<file path="config.mk">
export PLATFORM = sky130hd
export DESIGN_NAME = pipe_decode_stage
export DESIGN_NICKNAME = d
export VERILOG_FILES = /design/src/rtl/pipe_decode_stage.sv
export SDC_FILE = /design/constraint.sdc
export NUM_CORES = 2
export LEC_CHECK = 0
export CORE_MARGIN = 2
export CORE_UTILIZATION = 55
export CTS_CLUSTER_DIAMETER = 40
export DETAILED_ROUTE_END_ITERATION = 10
export PLACE_DENSITY = 0.78
export SYNTH_ARGS = -nofsm -noshare
export SYNTH_HDL_FRONTEND = slang
export SYNTH_SLANG_ARGS = --single-unit
</file>
<file path="constraint.sdc">
create_clock -name clk -period 61.7 [get_ports clk]
set_clock_uncertainty 0.15 [all_clocks]
set_input_delay 15.425 -clock clk [delete_from_list [all_inputs] [get_ports clk]]
set_output_delay 15.425 -clock clk [all_outputs]
set_load 0.02 [all_outputs]
</file>
<file path="src/rtl/pipe_decode_stage.sv">
// Y86-64 decode stage: register file, source/destination decode, operand forwarding,
// load-use hazard detection and the D/E pipeline register. Optional macro: PIPE_DECODE_FWD_EN.
module pipe_decode_stage #(
    parameter int                DATA_W   = 64,
    parameter int                NREG     = 15,
    parameter logic [DATA_W-1:0] RSP_INIT = '0
) (
    input  logic              clk,
    input  logic              rst,
    input  logic              in_valid,
    input  logic [3:0]        in_icode,
    input  logic [3:0]        in_ifun,
    input  logic [3:0]        in_rA,
    input  logic [3:0]        in_rB,
    input  logic [DATA_W-1:0] in_valC,
    input  logic [DATA_W-1:0] in_valP,
    output logic              in_ready,
    input  logic              flush,
    input  logic              e_stall,
    input  logic [3:0]        e_dstE,
    input  logic [3:0]        e_dstM,
    input  logic [DATA_W-1:0] e_valE,
    input  logic [3:0]        m_dstE,
    input  logic [3:0]        m_dstM,
    input  logic [DATA_W-1:0] m_valE,
    input  logic [DATA_W-1:0] m_valM,
    input  logic [3:0]        w_dstE,
    input  logic [3:0]        w_dstM,
    input  logic [DATA_W-1:0] w_valE,
    input  logic [DATA_W-1:0] w_valM,
    output logic              out_valid,
    output logic [3:0]        out_icode,
    output logic [3:0]        out_ifun,
    output logic [DATA_W-1:0] out_valA,
    output logic [DATA_W-1:0] out_valB,
    output logic [DATA_W-1:0] out_valC,
    output logic [DATA_W-1:0] out_valP,
    output logic [3:0]        out_srcA,
    output logic [3:0]        out_srcB,
    output logic [3:0]        out_dstE,
    output logic [3:0]        out_dstM
);
    localparam logic [3:0] RNONE = 4'hF;
    localparam logic [3:0] RSP   = 4'h4;

    typedef struct packed {
        logic              valid;
        logic [3:0]        icode;
        logic [3:0]        ifun;
        logic [DATA_W-1:0] val_a;
        logic [DATA_W-1:0] val_b;
        logic [DATA_W-1:0] val_c;
        logic [DATA_W-1:0] val_p;
        logic [3:0]        src_a;
        logic [3:0]        src_b;
        logic [3:0]        dst_e;
        logic [3:0]        dst_m;
    } de_t;

    de_t               de_q, de_d;
    logic [DATA_W-1:0] rf_q [NREG];
    logic [DATA_W-1:0] rf_d [NREG];
    logic [3:0]        src_a, src_b, dst_e, dst_m;
    logic [DATA_W-1:0] val_a, val_b;
    logic              hazard;

    function automatic de_t bubble();
        de_t b;
        b       = '0;
        b.icode = 4'h1;
        b.src_a = RNONE;
        b.src_b = RNONE;
        b.dst_e = RNONE;
        b.dst_m = RNONE;
        return b;
    endfunction

    function automatic logic [DATA_W-1:0] rf_read(input logic [3:0] id);
        if (int'(id) < NREG)
            return rf_q[id];
        return '0;
    endfunction

    function automatic logic [DATA_W-1:0] operand(input logic [3:0] src);
        logic [DATA_W-1:0] v;
        v = rf_read(src);
`ifdef PIPE_DECODE_FWD_EN
        if (src != RNONE) begin
            if (src == e_dstE)      v = e_valE;
            else if (src == m_dstM) v = m_valM;
            else if (src == m_dstE) v = m_valE;
            else if (src == w_dstM) v = w_valM;
            else if (src == w_dstE) v = w_valE;
        end
`else
        // Write-before-read: a same-cycle W write is seen by the read port.
        if (int'(src) < NREG) begin
            if (src == w_dstM)      v = w_valM;
            else if (src == w_dstE) v = w_valE;
        end
`endif
        return v;
    endfunction

    function automatic logic dst_hit(input logic [3:0] src);
`ifdef PIPE_DECODE_FWD_EN
        return (src != RNONE) && (src == e_dstM);
`else
        return (src != RNONE) &&
               ((src == e_dstE) || (src == e_dstM) || (src == m_dstE) || (src == m_dstM));
`endif
    endfunction

`ifndef PIPE_DECODE_FWD_EN
    logic unused_fwd;
    assign unused_fwd = ^{e_valE, m_valE, m_valM};
`endif

    always_comb begin
        src_a = RNONE;
        src_b = RNONE;
        dst_e = RNONE;
        dst_m = RNONE;
        case (in_icode)
            4'h2: begin src_a = in_rA; dst_e = in_rB; end
            4'h3: dst_e = in_rB;
            4'h4: begin src_a = in_rA; src_b = in_rB; end
            4'h5: begin src_b = in_rB; dst_m = in_rA; end
            4'h6: begin src_a = in_rA; src_b = in_rB; dst_e = in_rB; end
            4'h8: begin src_b = RSP; dst_e = RSP; end
            4'h9: begin src_a = RSP; src_b = RSP; dst_e = RSP; end
            4'hA: begin src_a = in_rA; src_b = RSP; dst_e = RSP; end
            4'hB: begin src_a = RSP; src_b = RSP; dst_e = RSP; dst_m = in_rA; end
            default: ;
        endcase
    end

    always_comb begin
        val_a    = ((in_icode == 4'h7) || (in_icode == 4'h8)) ? in_valP : operand(src_a);
        val_b    = operand(src_b);
        hazard   = in_valid & (dst_hit(src_a) | dst_hit(src_b));
        in_ready = flush | (~e_stall & ~hazard);
    end

    always_comb begin
        de_d = de_q;
        if (flush) begin
            de_d = bubble();
        end else if (!e_stall) begin
            if (hazard || !in_valid) begin
                de_d = bubble();
            end else begin
                de_d.valid = 1'b1;
                de_d.icode = in_icode;
                de_d.ifun  = in_ifun;
                de_d.val_a = val_a;
                de_d.val_b = val_b;
                de_d.val_c = in_valC;
                de_d.val_p = in_valP;
                de_d.src_a = src_a;
                de_d.src_b = src_b;
                de_d.dst_e = dst_e;
                de_d.dst_m = dst_m;
            end
        end
    end

    // valM is written second so it wins when both W ports target the same register.
    always_comb begin
        rf_d = rf_q;
        if (int'(w_dstE) < NREG) rf_d[w_dstE] = w_valE;
        if (int'(w_dstM) < NREG) rf_d[w_dstM] = w_valM;
    end

    always_ff @(posedge clk or posedge rst) begin
        if (rst) begin
            de_q <= bubble();
            for (int i = 0; i < NREG; i++)
                rf_q[i] <= (i == 4) ? RSP_INIT : '0;
        end else begin
            de_q <= de_d;
            rf_q <= rf_d;
        end
    end

    assign out_valid = de_q.valid;
    assign out_icode = de_q.icode;
    assign out_ifun  = de_q.ifun;
    assign out_valA  = de_q.val_a;
    assign out_valB  = de_q.val_b;
    assign out_valC  = de_q.val_c;
    assign out_valP  = de_q.val_p;
    assign out_srcA  = de_q.src_a;
    assign out_srcB  = de_q.src_b;
    assign out_dstE  = de_q.dst_e;
    assign out_dstM  = de_q.dst_m;
endmodule
</file>
**Word level (Yosys, flattened, before mapping)**

Index checks and enable logic that the tools add are counted.

- ROM bits: 0
- Memory bits (writable): 0
- Memories kept: 0
- Latch bits: 0
- Flip-flop bits (word level): 1241

- Equality and inequality tests: 25
- $add $sub $neg: 0
- Mux-type cells: 34
- Magnitude comparators: 10
- $mul: 0
- Shifts and indexed selects: 0
- Div/mod/pow operators: 0
- Bitwise gates (word level): 10
- Reduce and logical (&&, ||, !) cells: 19

Operators with widths:

| cell | count |
|---|---|
| $bwmux W960 | 2 |
| $mux W960 | 2 |
| $mux W64 | 17 |
| $mux W281 | 3 |
| $bmux W64 S4 | 2 |
| $demux W64 S4 | 2 |
| $eq A4 B4 Y1 | 12 |
| $pmux W4 S2 | 3 |
| $ge A5 B5 Y1 const B | 4 |
| $not A4 Y5 | 4 |
| $eq A4 B3 Y1 const B | 4 |
| $eq A4 B4 Y1 const B | 4 |
| $lt A4 B4 Y1 const B | 4 |
| $lt A5 B1 Y1 const B | 2 |
| $eq A4 B2 Y1 const B | 2 |
| $logic_or A1 B1 Y1 | 8 |
| $ne A4 B4 Y1 const B | 2 |
| $reduce_or A4 Y1 | 2 |
| $reduce_or A3 Y1 | 2 |
| $logic_and A1 B1 Y1 | 4 |
| $mux W4 | 1 |
| $reduce_or A2 Y1 | 2 |
| $and A1 B1 Y1 | 2 |
| $mux W1 | 2 |
| 4 further kinds | 6 |

**Longest topological paths before layout**

- Depth after elaboration: 16
- Gate-level depth with buffers: 14
- Mapped depth without buffers: 8

**Least setup slack after synthesis**

No wires, ideal clock.

- Kind: input -> output
- Start point: in in_icode[2]
- End point: out in_ready
- Path slack: 28.677 ns
- Stages: 9
- Arrival time: 17.448 ns
- Buffers on the path: 1
- Path through: buf_2 -> a21boi_1 -> mux2_2 -> o22ai_1 -> nor4bb_1 -> or4_1 -> nand2_1 -> nand2_1 -> a31oi_1

- Word-level cells in the longest chain between the ends: 13

Ends and longest elaborated chain:

| what | line | source |
|---|---|---|
| from (decl) | 11 | `input logic [3:0] in_icode,` |
| $eq A4 B4 Y1 (tied with other cells) | 124 | `case (in_icode)` |
| $reduce_or A4 Y1 (no source line) (tied with other cells) | n/a |  |
| $pmux W4 S2 | 124 |  |
| $eq A4 B4 Y1 | 110 | `((src == e_dstE) \|\| (src == e_dstM) \|\| (src == m_dstE) \|\| (src == m_dstM));` |
| $logic_or A1 B1 Y1 (3 in a row) | 110 |  |
| $logic_and A1 B1 Y1 | 109 | `return (src != RNONE) &&` |
| $or A1 B1 Y1 * | 141 | `hazard = in_valid & (dst_hit(src_a) \| dst_hit(src_b));` |
| $and A1 B1 Y1 * | 141 |  |
| $not A1 Y1 * | 142 | `in_ready = flush \| (~e_stall & ~hazard);` |
| $and A1 B1 Y1 * | 142 |  |
| $or A1 B1 Y1 * | 142 |  |
| to (decl) | 17 | `output logic in_ready,` |

Every way passes the cells marked *; elsewhere a longest branch is shown, timed or not.

**Final worst setup path**

- Start point: in in_icode[3]
- End point: out in_ready

The elaborated chain is that of the path after synthesis.

==> impl_metrics.env <==
export IMPL_outcome="complete, no violations"
export IMPL_fin_area_um2=86900
export IMPL_drc_marker_count_from_the_first_detailed_route_iteration=12822
export IMPL_synth_enable_flop_cells=0
export IMPL_utilization=0.650
export IMPL_grt_util_met1=0.548
export IMPL_fin_crit_sh=0.575
export IMPL_synth_compound_area_share=0.234
export IMPL_grt_start_max_net_pins=165
export IMPL_grt_use_met2=0.618
export IMPL_multiplexer_share_of_the_synthesized_area=0.193
export IMPL_fin_hold_ws_ns=0.329
export IMPL_syn_cell_area_um2=74300
export IMPL_worst_endpoint_arrival_ns=19.91
export IMPL_cts_tree="built"
export IMPL_path_clk_slew_ns=0.06
export IMPL_floorplan_initialDensity=0.555
export IMPL_routed_via_count=73726
export IMPL_die_width_um=372
export IMPL_firstDrtPassIters=8
export IMPL_number_of_cells_produced_by_synthesis=8391
export IMPL_setup_violations=0
export IMPL_synth_top_cell_by_area="dfrtp_1"
export IMPL_share_of_the_synthesized_area_in_the_top_cell_type=0.412
export IMPL_gp_congestion=0.918
export IMPL_grt_pass1_vias=70747
export IMPL_worst_r2r_cell_count=7
export IMPL_post_drt_wl_per_cell_um=29.9
export IMPL_worst_pin_slew_ns=1.48
export IMPL_clock_sink_total=1241
export IMPL_row_count=134
export IMPL_drv_max_cap_violation_count=0
export IMPL_hold_path_startpoint="out_valB[57]"
export IMPL_max_vdd_ir_drop_mv=0.0268
export IMPL_ys_seq_area_frac=0.418
export IMPL_post_synthesis_xor_xnor_area_fraction=0.00153
export IMPL_post_synth_fa_ha_maj_area_fraction=0
export IMPL_clock_root_buffer="clkbuf_16"
export IMPL_drive_gt1_frac=0.0706
export IMPL_cts_hold_fix_buffers=0
export IMPL_critical_path_startpoint_type="input pin"
export IMPL_clk_insertion_delay_late_ns=0.87
export IMPL_power_density_nw_per_um2=32.2
export IMPL_synthSimpleGateAreaFrac=0.0988
export IMPL_area_growth_from_synthesis_to_layout_pct=17.0
export IMPL_grt_pass1_wl_mm=449
export IMPL_timing_startpoint_of_the_critical_path="in_icode[3]"
export IMPL_synth_area_top_cells="dfrtp_1 (41%), mux2i_1 (19%), o21ai_0 (6.7%)"
export IMPL_critPathCaptureType="output pin"
export IMPL_avgViaCountPerCell=7.18
export IMPL_hold_viol_final=0
export IMPL_post_cts_repair_setup_buffers=0
export IMPL_die_area_um2=138000
export IMPL_numPortBuffers=582
export IMPL_power_static_leakage_nw=38.3
export IMPL_whs_path_depth=2
export IMPL_antenna_violations_before_repair=24
export IMPL_postLayoutSetupSlackWorst_ns=26.22
export IMPL_place_worst_setup_slack_ns=26.31
export IMPL_max_freq_mhz=28.2
export IMPL_route_final_wire_length_mm=307
export IMPL_cts_buffers=190
export IMPL_most_numerous_cell_in_the_yosys_netlist="mux2i_1"
export IMPL_synth_top_family_by_area="compound AO/OA/AOI/OAI gates"
export IMPL_flops_latches_synth=1241
export IMPL_global_route_peak_usage_layer="met2"
export IMPL_final_antenna_net_count=0
export IMPL_final_max_slew_violation_count=0
export IMPL_synth_cells_most_frequent="mux2i_1 (1424), dfrtp_1 (1224), nand2_1 (1057)"
export IMPL_io_pins=775
export IMPL_detail_route_drc_violations=0
export IMPL_worst_slew_margin_rel=0.0128
export IMPL_cts_path_max_buffers=3
export IMPL_r2r_start="rf_q[854]"
export IMPL_htree_depth=4
export IMPL_most_used_flip_flop_cell_after_synthesis="dfrtp_1"
export IMPL_rsz0062_at_grt="false"
export IMPL_final_net_count=8806
export IMPL_use_met3=0.146
export IMPL_floorplan_core_area_um2=134000
export IMPL_place_detailed_hpwl_mm=167
export IMPL_ys_warnings_count=0
export IMPL_mappedNetlistNets=8884
export IMPL_die_height_um=372
export IMPL_placement_cell_area_um2=80100
export IMPL_syn_avg_cell_area_um2=8.85
export IMPL_critical_path_class="in -> out"
export IMPL_setup_tns_final_ns=0
export IMPL_ys_async_sr_fraction=1.00
export IMPL_layout_min_cycle_time_ns=35.48
export IMPL_total_global_route_track_usage=0.429
export IMPL_required_ns=46.12
export IMPL_netlist_cell_type_count=70
export IMPL_cts_repair_resize_count=0
export IMPL_overflow=0
export IMPL_hp_class="reg -> reg"
export IMPL_critical_path_max_fanout=31
[cell type report]
class / instances / area [um2]
diodes: 19 / 47.5
clock buffers: 227 / 5150
clock inverters: 134 / 1680
fillers: 10515 / 46900
inverters: 15 / 63.8
multi-input cells: 6135 / 39600
flip-flops and latches: 1241 / 31100
well taps: 1768 / 2210
repair buffers: 730 / 7070
[cell families after synthesis]
family,Yosys count
flops,1241
compound gates,2867
simple gates,1823
mux,1432
xor+xnor,13
buf+inv,1015
[sequential cells by signal, summed over array words and instances (netlist names)]
| register | flops |
|---|---|
| out_dstM | 4 |
| out_valP | 64 |
| out_dstE | 4 |
| out_valC | 64 |
| rf_q | 960 |
| out_ifun | 4 |
| out_valA | 64 |
| out_valid | 1 |
| out_valB | 64 |
| out_srcB | 4 |
| out_srcA | 4 |
| out_icode | 4 |
[report_power, final]
part | leakage [nW] | internal, mW | total, mW | switching (mW)
combinational | 19.6 | 0.229 | 0.570 | 0.341
sequential | 15.4 | 0.960 | 1.08 | 0.122
clock | 3.31 | 0.707 | 1.15 | 0.443
total | 38.3 | 1.90 | 2.80 | 0.905
[cells in the final DEF (no fill, tap or decap), types with 11 or more instances in the layout]
master              n
a31oi_1            69
inv_6              21
o311ai_0           63
o22ai_1           261
bufinv_16          24
buf_4             138
mux2i_1          1424
a22o_1            138
clkinv_4           16
buf_12             11
nand2_1          1047
nor2_1            561
clkbuf_1           15
nor2_4             11
clkbuf_16         193
dfrtp_1          1224
clkbuf_8           19
o31ai_1            65
and3_1            100
clkinv_2           35
diode_2            19
a21oi_1           699
inv_1              11
clkinvlp_4         22
dfstp_2            17
nor3_2             11
a211oi_1          203
nand2b_1           16
o2bb2ai_1          64
o21ai_1            62
o21ai_0           997
clkdlybuf4s50_1   581
a221oi_1          198
[through the flow]
stage | power [mW] | cells
2_1_floorplan | 1.44 | 8391
3_3_place_gp | 1.60 | 9889
3_5_place_dp | 1.63 | 9889
4_1_cts | 2.77 | 10250
5_1_grt | 2.89 | 10257
6_report | 2.80 | 10269
[worst max-delay path, stage by stage]
cell and delay, ns:
clkdlybuf4s50_1 1.06, nand2_1 0.59, a31o_2 0.50, or3_2 0.92, o31ai_2 0.31, nand2_1 0.12
a31oi_1 0.30, clkdlybuf4s50_1 0.66
[worst paths after layout]
path	to	slack (ns)
max	in_ready	26.22
min	out_valB[57]	0.33
max reg2reg	out_valB[22]	59.13
min reg2reg	out_valB[57]	0.33
max in group asynchronous	rf_q[675]	42.25
min in group asynchronous	out_ifun[0]	14.95
[metal layers]
metal | part of all wire | vias up
li1 | - | 30357
met1 | 0.36 | 34894
met2 | 0.41 | 6723
met3 | 0.16 | 1734
met4 | 0.074 | 18
met5 | 0.00040 | -
Note: power is estimated with default switching activity, not from simulation.
